==> src/rtl/recurrence_machine_if.sv <==
// Bundles the run-control, ALU/regfile control and term-stream signals of
// recurrence_machine. The slave view belongs to the sequencer itself; the
// master view belongs to whatever drives start and supplies the ALU result.
interface recurrence_machine_if #(
  parameter int WIDTH      = 16,
  parameter int REG_ADDR_W = 3
);
  // Run request
  logic                  start;
  logic [1:0]            mode;
  logic [7:0]            n_terms;

  // ALU / register-file path
  logic [WIDTH-1:0]      alu_bus;
  logic [4:0]            flags;
  logic [REG_ADDR_W-1:0] a_reg;
  logic [REG_ADDR_W-1:0] b_reg;
  logic [REG_ADDR_W-1:0] dest_reg;
  logic [WIDTH-1:0]      immediate;
  logic                  immediate_p;
  logic [7:0]            alu_op;

  // Term stream and status
  logic [WIDTH-1:0]      term;
  logic                  term_valid;
  logic [7:0]            term_idx;
  logic                  busy;
  logic                  done;
  logic                  overflow;

  modport master (
    output start, mode, n_terms, alu_bus, flags,
    input  a_reg, b_reg, dest_reg, immediate, immediate_p, alu_op,
    input  term, term_valid, term_idx, busy, done, overflow
  );

  modport slave (
    input  start, mode, n_terms, alu_bus, flags,
    output a_reg, b_reg, dest_reg, immediate, immediate_p, alu_op,
    output term, term_valid, term_idx, busy, done, overflow
  );
endinterface

==> src/rtl/recurrence_machine.sv <==
// Sequencer that drives an external ALU/register file to generate
// Fibonacci, Lucas or doubling sequences, one term per cycle.
// R0/R1 hold the two most recent terms; the scratch register absorbs
// the writes that the regfile performs in cycles with nothing to store.
module recurrence_machine #(
  parameter int          WIDTH       = 16,
  parameter int          REG_ADDR_W  = 3,
  parameter logic [7:0]  ALU_ADD     = 8'h05,
  parameter logic [7:0]  ALU_MOVI    = 8'h0D,
  parameter int          SCRATCH_REG = 7
) (
  input  logic                 clk,
  input  logic                 reset,
  recurrence_machine_if.slave  bus
);

  localparam logic [REG_ADDR_W-1:0] R0      = '0;
  localparam logic [REG_ADDR_W-1:0] R1      = REG_ADDR_W'(1);
  localparam logic [REG_ADDR_W-1:0] SCRATCH = REG_ADDR_W'(SCRATCH_REG);

  localparam logic [1:0] MODE_FIB    = 2'd0;
  localparam logic [1:0] MODE_LUCAS  = 2'd1;
  localparam logic [1:0] MODE_DOUBLE = 2'd2;
  localparam logic [1:0] MODE_RSVD   = 2'd3;

  typedef enum logic [2:0] {
    IDLE,
    SEED0,
    SEED1,
    STEP,
    DONE
  } state_t;

  state_t          state_reg, state_next;
  logic [1:0]      mode_reg, mode_next;
  logic [7:0]      n_terms_reg, n_terms_next;
  logic [7:0]      idx_reg, idx_next;
  logic            overflow_reg, overflow_next;
  // Selects R1 (1) or R0 (0) as the destination of the next additive step
  logic            dest_sel_reg, dest_sel_next;

  // Combinational output values, routed onto the interface below
  logic [REG_ADDR_W-1:0] a_sel, b_sel, dest_sel;
  logic [WIDTH-1:0]      imm_val;
  logic                  imm_p;
  logic [7:0]            op_val;
  logic [WIDTH-1:0]      term_val;
  logic                  term_valid_val;
  logic                  busy_val;
  logic                  done_val;

  logic carry;
  logic last_term;
  logic unused_flags;

  assign carry        = bus.flags[0];
  // Only the carry flag participates in sequencing
  assign unused_flags = ^bus.flags[4:1];
  // The term emitted this cycle is the final one requested
  assign last_term    = ((idx_reg + 8'd1) == n_terms_reg);

  // Next-state and output decode; idle-style ALU control is the default
  always_comb begin
    state_next     = state_reg;
    mode_next      = mode_reg;
    n_terms_next   = n_terms_reg;
    idx_next       = idx_reg;
    overflow_next  = overflow_reg;
    dest_sel_next  = dest_sel_reg;

    a_sel          = R0;
    b_sel          = R0;
    dest_sel       = SCRATCH;
    imm_val        = '0;
    imm_p          = 1'b1;
    op_val         = ALU_MOVI;
    term_val       = '0;
    term_valid_val = 1'b0;
    busy_val       = 1'b0;
    done_val       = 1'b0;

    case (state_reg)
      IDLE: begin
        if (bus.start && (bus.mode != MODE_RSVD)) begin
          mode_next     = bus.mode;
          n_terms_next  = bus.n_terms;
          idx_next      = '0;
          overflow_next = 1'b0;
          dest_sel_next = 1'b0;
          state_next    = (bus.n_terms == 8'd0) ? DONE : SEED0;
        end
      end

      SEED0: begin
        busy_val       = 1'b1;
        dest_sel       = R0;
        case (mode_reg)
          MODE_FIB:   imm_val = WIDTH'(0);
          MODE_LUCAS: imm_val = WIDTH'(2);
          default:    imm_val = WIDTH'(1);
        endcase
        term_val       = bus.alu_bus;
        term_valid_val = 1'b1;
        idx_next       = idx_reg + 8'd1;
        if (last_term) begin
          state_next = DONE;
        end else if (mode_reg == MODE_DOUBLE) begin
          state_next = STEP;
        end else begin
          state_next = SEED1;
        end
      end

      SEED1: begin
        busy_val       = 1'b1;
        dest_sel       = R1;
        imm_val        = WIDTH'(1);
        term_val       = bus.alu_bus;
        term_valid_val = 1'b1;
        idx_next       = idx_reg + 8'd1;
        state_next     = last_term ? DONE : STEP;
      end

      STEP: begin
        busy_val = 1'b1;
        op_val   = ALU_ADD;
        imm_p    = 1'b0;
        a_sel    = R0;
        term_val = bus.alu_bus;
        if (mode_reg == MODE_DOUBLE) begin
          b_sel    = R0;
          dest_sel = R0;
        end else begin
          b_sel    = R1;
          dest_sel = dest_sel_reg ? R1 : R0;
        end
        if (carry) begin
          // Divert the truncated sum so R0/R1 keep the last good pair
          dest_sel      = SCRATCH;
          overflow_next = 1'b1;
          state_next    = DONE;
        end else begin
          term_valid_val = 1'b1;
          idx_next       = idx_reg + 8'd1;
          dest_sel_next  = ~dest_sel_reg;
          state_next     = last_term ? DONE : STEP;
        end
      end

      DONE: begin
        done_val   = 1'b1;
        state_next = IDLE;
      end

      default: begin
        state_next = IDLE;
      end
    endcase
  end

  // State and run-context registers with synchronous active-low reset
  always_ff @(posedge clk) begin
    if (!reset) begin
      state_reg    <= IDLE;
      mode_reg     <= MODE_FIB;
      n_terms_reg  <= '0;
      idx_reg      <= '0;
      overflow_reg <= 1'b0;
      dest_sel_reg <= 1'b0;
    end else begin
      state_reg    <= state_next;
      mode_reg     <= mode_next;
      n_terms_reg  <= n_terms_next;
      idx_reg      <= idx_next;
      overflow_reg <= overflow_next;
      dest_sel_reg <= dest_sel_next;
    end
  end

  assign bus.a_reg       = a_sel;
  assign bus.b_reg       = b_sel;
  assign bus.dest_reg    = dest_sel;
  assign bus.immediate   = imm_val;
  assign bus.immediate_p = imm_p;
  assign bus.alu_op      = op_val;
  assign bus.term        = term_val;
  assign bus.term_valid  = term_valid_val;
  assign bus.term_idx    = idx_reg;
  assign bus.busy        = busy_val;
  assign bus.done        = done_val;
  assign bus.overflow    = overflow_reg;

endmodule

==> src/flat_wrapper.sv <==
// flat-port wrapper written by rule: the top's interface ports become plain ports
module recurrence_machine_flat 
#(
  parameter int          WIDTH       = 16,
  parameter int          REG_ADDR_W  = 3,
  parameter logic [7:0]  ALU_ADD     = 8'h05,
  parameter logic [7:0]  ALU_MOVI    = 8'h0D,
  parameter int          SCRATCH_REG = 7
)
  (clk, reset, bus_start, bus_mode, bus_n_terms, bus_alu_bus, bus_flags, bus_a_reg, bus_b_reg, bus_dest_reg, bus_immediate, bus_immediate_p, bus_alu_op, bus_term, bus_term_valid, bus_term_idx, bus_busy, bus_done, bus_overflow);
  recurrence_machine_if #(.WIDTH(WIDTH), .REG_ADDR_W(REG_ADDR_W)) bus_i ();
  input  logic clk;
  input  logic reset;
  input wire logic [$bits(bus_i.start)-1:0] bus_start;
  input wire logic [$bits(bus_i.mode)-1:0] bus_mode;
  input wire logic [$bits(bus_i.n_terms)-1:0] bus_n_terms;
  input wire logic [$bits(bus_i.alu_bus)-1:0] bus_alu_bus;
  input wire logic [$bits(bus_i.flags)-1:0] bus_flags;
  output wire logic [$bits(bus_i.a_reg)-1:0] bus_a_reg;
  output wire logic [$bits(bus_i.b_reg)-1:0] bus_b_reg;
  output wire logic [$bits(bus_i.dest_reg)-1:0] bus_dest_reg;
  output wire logic [$bits(bus_i.immediate)-1:0] bus_immediate;
  output wire logic [$bits(bus_i.immediate_p)-1:0] bus_immediate_p;
  output wire logic [$bits(bus_i.alu_op)-1:0] bus_alu_op;
  output wire logic [$bits(bus_i.term)-1:0] bus_term;
  output wire logic [$bits(bus_i.term_valid)-1:0] bus_term_valid;
  output wire logic [$bits(bus_i.term_idx)-1:0] bus_term_idx;
  output wire logic [$bits(bus_i.busy)-1:0] bus_busy;
  output wire logic [$bits(bus_i.done)-1:0] bus_done;
  output wire logic [$bits(bus_i.overflow)-1:0] bus_overflow;
  assign bus_i.start = bus_start;
  assign bus_i.mode = bus_mode;
  assign bus_i.n_terms = bus_n_terms;
  assign bus_i.alu_bus = bus_alu_bus;
  assign bus_i.flags = bus_flags;
  assign bus_a_reg = bus_i.a_reg;
  assign bus_b_reg = bus_i.b_reg;
  assign bus_dest_reg = bus_i.dest_reg;
  assign bus_immediate = bus_i.immediate;
  assign bus_immediate_p = bus_i.immediate_p;
  assign bus_alu_op = bus_i.alu_op;
  assign bus_term = bus_i.term;
  assign bus_term_valid = bus_i.term_valid;
  assign bus_term_idx = bus_i.term_idx;
  assign bus_busy = bus_i.busy;
  assign bus_done = bus_i.done;
  assign bus_overflow = bus_i.overflow;
  recurrence_machine #(.WIDTH(WIDTH), .REG_ADDR_W(REG_ADDR_W), .ALU_ADD(ALU_ADD), .ALU_MOVI(ALU_MOVI), .SCRATCH_REG(SCRATCH_REG)) u_core (.clk(clk), .reset(reset), .bus(bus_i));
endmodule
==> config.mk <==
export PLATFORM = sky130hd
export DESIGN_NAME = recurrence_machine_flat
export DESIGN_NICKNAME = d
export VERILOG_FILES = /design/src/rtl/recurrence_machine_if.sv /design/src/rtl/recurrence_machine.sv /design/src/flat_wrapper.sv
export SDC_FILE = /design/constraint.sdc
export NUM_CORES = 1
export LEC_CHECK = 0
export CORE_MARGIN = 5
export CORE_UTILIZATION = 42
export CTS_BUF_LIST = sky130_fd_sc_hd__clkbuf_8 sky130_fd_sc_hd__clkbuf_16
export CTS_CLUSTER_SIZE = 14
export DETAILED_ROUTE_END_ITERATION = 10
export MAX_ROUTING_LAYER = met4
export PLACE_DENSITY = 0.95
export SLEW_MARGIN = 20
export SYNTH_ARGS = -nofsm -noshare
export SYNTH_HDL_FRONTEND = slang
export SYNTH_SLANG_ARGS = --single-unit
==> constraint.sdc <==
create_clock -name clk -period 3 [get_ports clk]
set_input_delay 0.45 -clock clk [delete_from_list [all_inputs] [get_ports clk]]
set_output_delay 0.45 -clock clk [all_outputs]
set_load 0.01 [all_outputs]
==> flow_summary.toml <==
[setup_path]
critPathBufInv = 2
rr_worst_depth = 6
rrSetupSlack_ps = 770
crit_required_ps = 2550
crit_type = "reg2out"
critPathLaunchType = "register"
crit_fanout = 20
path_cells = "o21ba_2, nand2b_1, inv_2, clkdlybuf4s50_1"
reg2reg_from = "u_core.bus.term_idx[0]$_SDFFE_PN0P_"
rr_endpoint = "u_core.state_reg[2]$_SDFFE_PN0N_"
endpoint_kind = "output pin"
crit_family = "buffers and inverters"
critPathMaxStageDelay_ps = 540
cp_data_arrival_time_ps = 2190
critPathSlowestCell = "clkdlybuf4s50_1"

[yosys]
synth_top_family_by_area = "simple AND/OR/NAND/NOR gates"
post-synth-top-area-cell = "dfxtp_1"
synth_top_area_frac = 0.268
synth-edff-count = 0
ys_top_cells_by_area = "dfxtp_1 (27%), buf_4 (13%), and2_1 (6.9%)"
syn_inst = 210
synthMuxAreaShare = 0.0648
synth_xor_area_frac = 0.0502
synth_ff_type = "dfxtp_1"
postSynth.asyncResetShare = 0
ys_ff_latch = 23
synth_compound_area_frac = 0.150
ys_warn_count = 0
synth.cell_area_sq_mm = 0.00172
syn_avg_cell_area_sq_um = 8.19
ys_types = 51
synth_simple_gate_area_share = 0.286
seq_area_frac_synth = 0.268
synthAdderAreaFrac = 0.00728

[floorplanning]
coreArea_sq_mm = 0.00397
io_pins = 96
die_w_um = 74.0
start_util = 0.433
dieArea_sq_mm = 0.00547
die_h_um = 74.0
rows = 23

[clocking]
postCtsSetupBuffers = 0
hold_buffers = 0
cts_max_path_buffers = 2
insertion_delay_ps = 270
root_buffer = "clkbuf_8"
cts_inserted_buffers = 3
cts.sinks = 23
cts_tree = "yes"
clkSlewWorstSetupHoldPaths_ps = 80
cts_max_level = 1
cts_resized = 0

[global_route]
grt_max_degree = 21
track_usage = 0.160
grt_overflow_total = 0
grt_pass1_vias = 1514
antenna_found_initial = 0
grt_pass1_wl_mm = 6.81

[sta]
min_period_ps = 2640
worst_slew_pin_slew_ps = 572
slew_viol_final = 0
fin_crit_sh = 0.879
relSlewSlack = 0.615
fmaxAchievable_mhz = 379
setup_viol = 0
layout_setup_ws_ps = 363
hold_violations = 0
finClkSkew_ps = 4.83
rsz0062_at_grt = "false"
fin_setup_tns_ps = 0

[route]
route.detailed.drc = 0
dr.pass1.iters = 4
postRouteWirelength_mm = 4.45
avgViaCountPerCell = 5.04
post_drt_wl_per_cell_um = 14.0
drt_iter0_markers = 114
vias = 1599
ant_nets = 0

[final_layout]
nets = 303
fin_area_sq_mm = 0.00232
area_growth_pct = 35.2
final_layout_size_suffix_gt1_frac = 0.0637
fin_util = 0.585
antennaDiodeCount = 0
fill_cells = 357

[power_and_ir_drop]
pwr_density_cell_mw_per_mm2 = 444
peakVddDrop_mv = 0.316
p_leak_nw = 0.920

[place]
gp_congestion = 0.858
io_buffers = 65
dpl_cell_area_sq_mm = 0.00228
hpwl_mm = 3.50
pre_cts_slack_ps = 385

[worst_hold_path]
hold_path.class = "reg2reg"
hold_end = "u_core.bus.overflow$_SDFFE_PN0P_"
min_from = "u_core.bus.overflow$_SDFFE_PN0P_"
hold_path_depth = 2

[status]
status = "finished clean"

[job]
maxCapViolations = 0
==> metal layers <==
metal / part of all wire / up-vias / global-route usage
li1: - / 784 / -
met1: 0.43 / 753 / 0.200
met2: 0.50 / 55 / 0.265
met3: 0.063 / 7 / 0.0257
met4: 0.0092 / 0 / 0.0483
met5: 0 / - / -
==> worst max path at each step <==
stage	endpoint	startpoint	cells after the start
3_5_place_dp	bus_dest_reg[1]	bus_flags[0]	4
4_1_cts	bus_term_valid	u_core.state_reg[1]$_SDFFE_PN0N_	4
5_1_grt	bus_term_valid	u_core.state_reg[1]$_SDFFE_PN0N_	4
3_3_place_gp	bus_dest_reg[2]	bus_flags[0]	4
2_1_floorplan	u_core.state_reg[2]$_SDFFE_PN0N_	u_core.bus.term_idx[1]$_SDFFE_PN0P_	6
6_report	bus_term_valid	u_core.state_reg[1]$_SDFFE_PN0N_	4
==> metrics by stage <==
stage          hold WS (ps)  cells  power, mW
3_3_place_gp            470    313      0.820
5_1_grt                 535    317       1.09
4_1_cts                 489    317       1.03
3_5_place_dp            466    313      0.833
2_1_floorplan           456    234      0.651
6_report                488    317       1.03
==> logic make-up (layout without fill, tap and decap cells) <==
kind of cell	Yosys count	after routing
flip-flops	23	23
adder cells (fa/ha/maj)	1	1
AND/OR/NAND/NOR	83	83
buffers and inverters	44	77
XOR/XNOR	9	9
AO/OA/AOI/OAI	37	37
other	2	26
multiplexers	11	11
==> worst register-to-register path: stages, from the launching register on <==
cell and delay [ps]:
dfxtp_1 560, ha_1 370, nand3_2 170, o21ai_0 180, nand4_1 130, a2111oi_2 560, a31o_1 210
==> cells in the mapped netlist, types with 2 or more instances <==
cell type  number
a21oi_1         6
nor3_1          2
o21ai_0         9
xor2_1          2
buf_4          30
conb_1          2
and3_1          4
dfxtp_1        23
and2_1         19
a31oi_1         4
nor2b_1        13
nand2b_1        4
nand2_1         9
nor2_1          9
clkbuf_1        4
buf_2           5
nand4_1         2
nand3_1         4
xnor2_1         6
inv_1           3
or3_1           5
mux2i_1        10
a21boi_0        4
nor4_1          4
==> cell type report <==
type	instances	area [sq um]	share of cell area
sequential	23	460	0.198
tap	50	62.6	0.0269
inverter	4	15.0	0.00646
multi-input combinational	167	1060	0.455
clock inverter	1	7.51	0.00323
clock buffer	3	41.3	0.0178
timing repair buffer	69	681	0.293
==> placed cells by master, fill, tap and decap left out, types with 4 or more instances in the layout <==
master           instances
nor2_1                   9
a21boi_0                 4
and3_1                   4
o21ai_0                  9
nor2b_1                 13
buf_4                    4
conb_1                  26
nand2b_1                 4
nand2_1                  9
xnor2_1                  6
or3_1                    5
dfxtp_1                 23
nand3_1                  4
nor4_1                   4
clkdlybuf4s50_1         65
and2_1                  19
a31oi_1                  4
a21oi_1                  6
mux2i_1                 10
==> power by group <==
part           switching, mW  internal [mW]
logic                  0.215          0.244
registers             0.0409          0.329
clock network          0.109         0.0943
total                  0.365          0.668
Note: power is estimated with default switching activity, not from simulation.
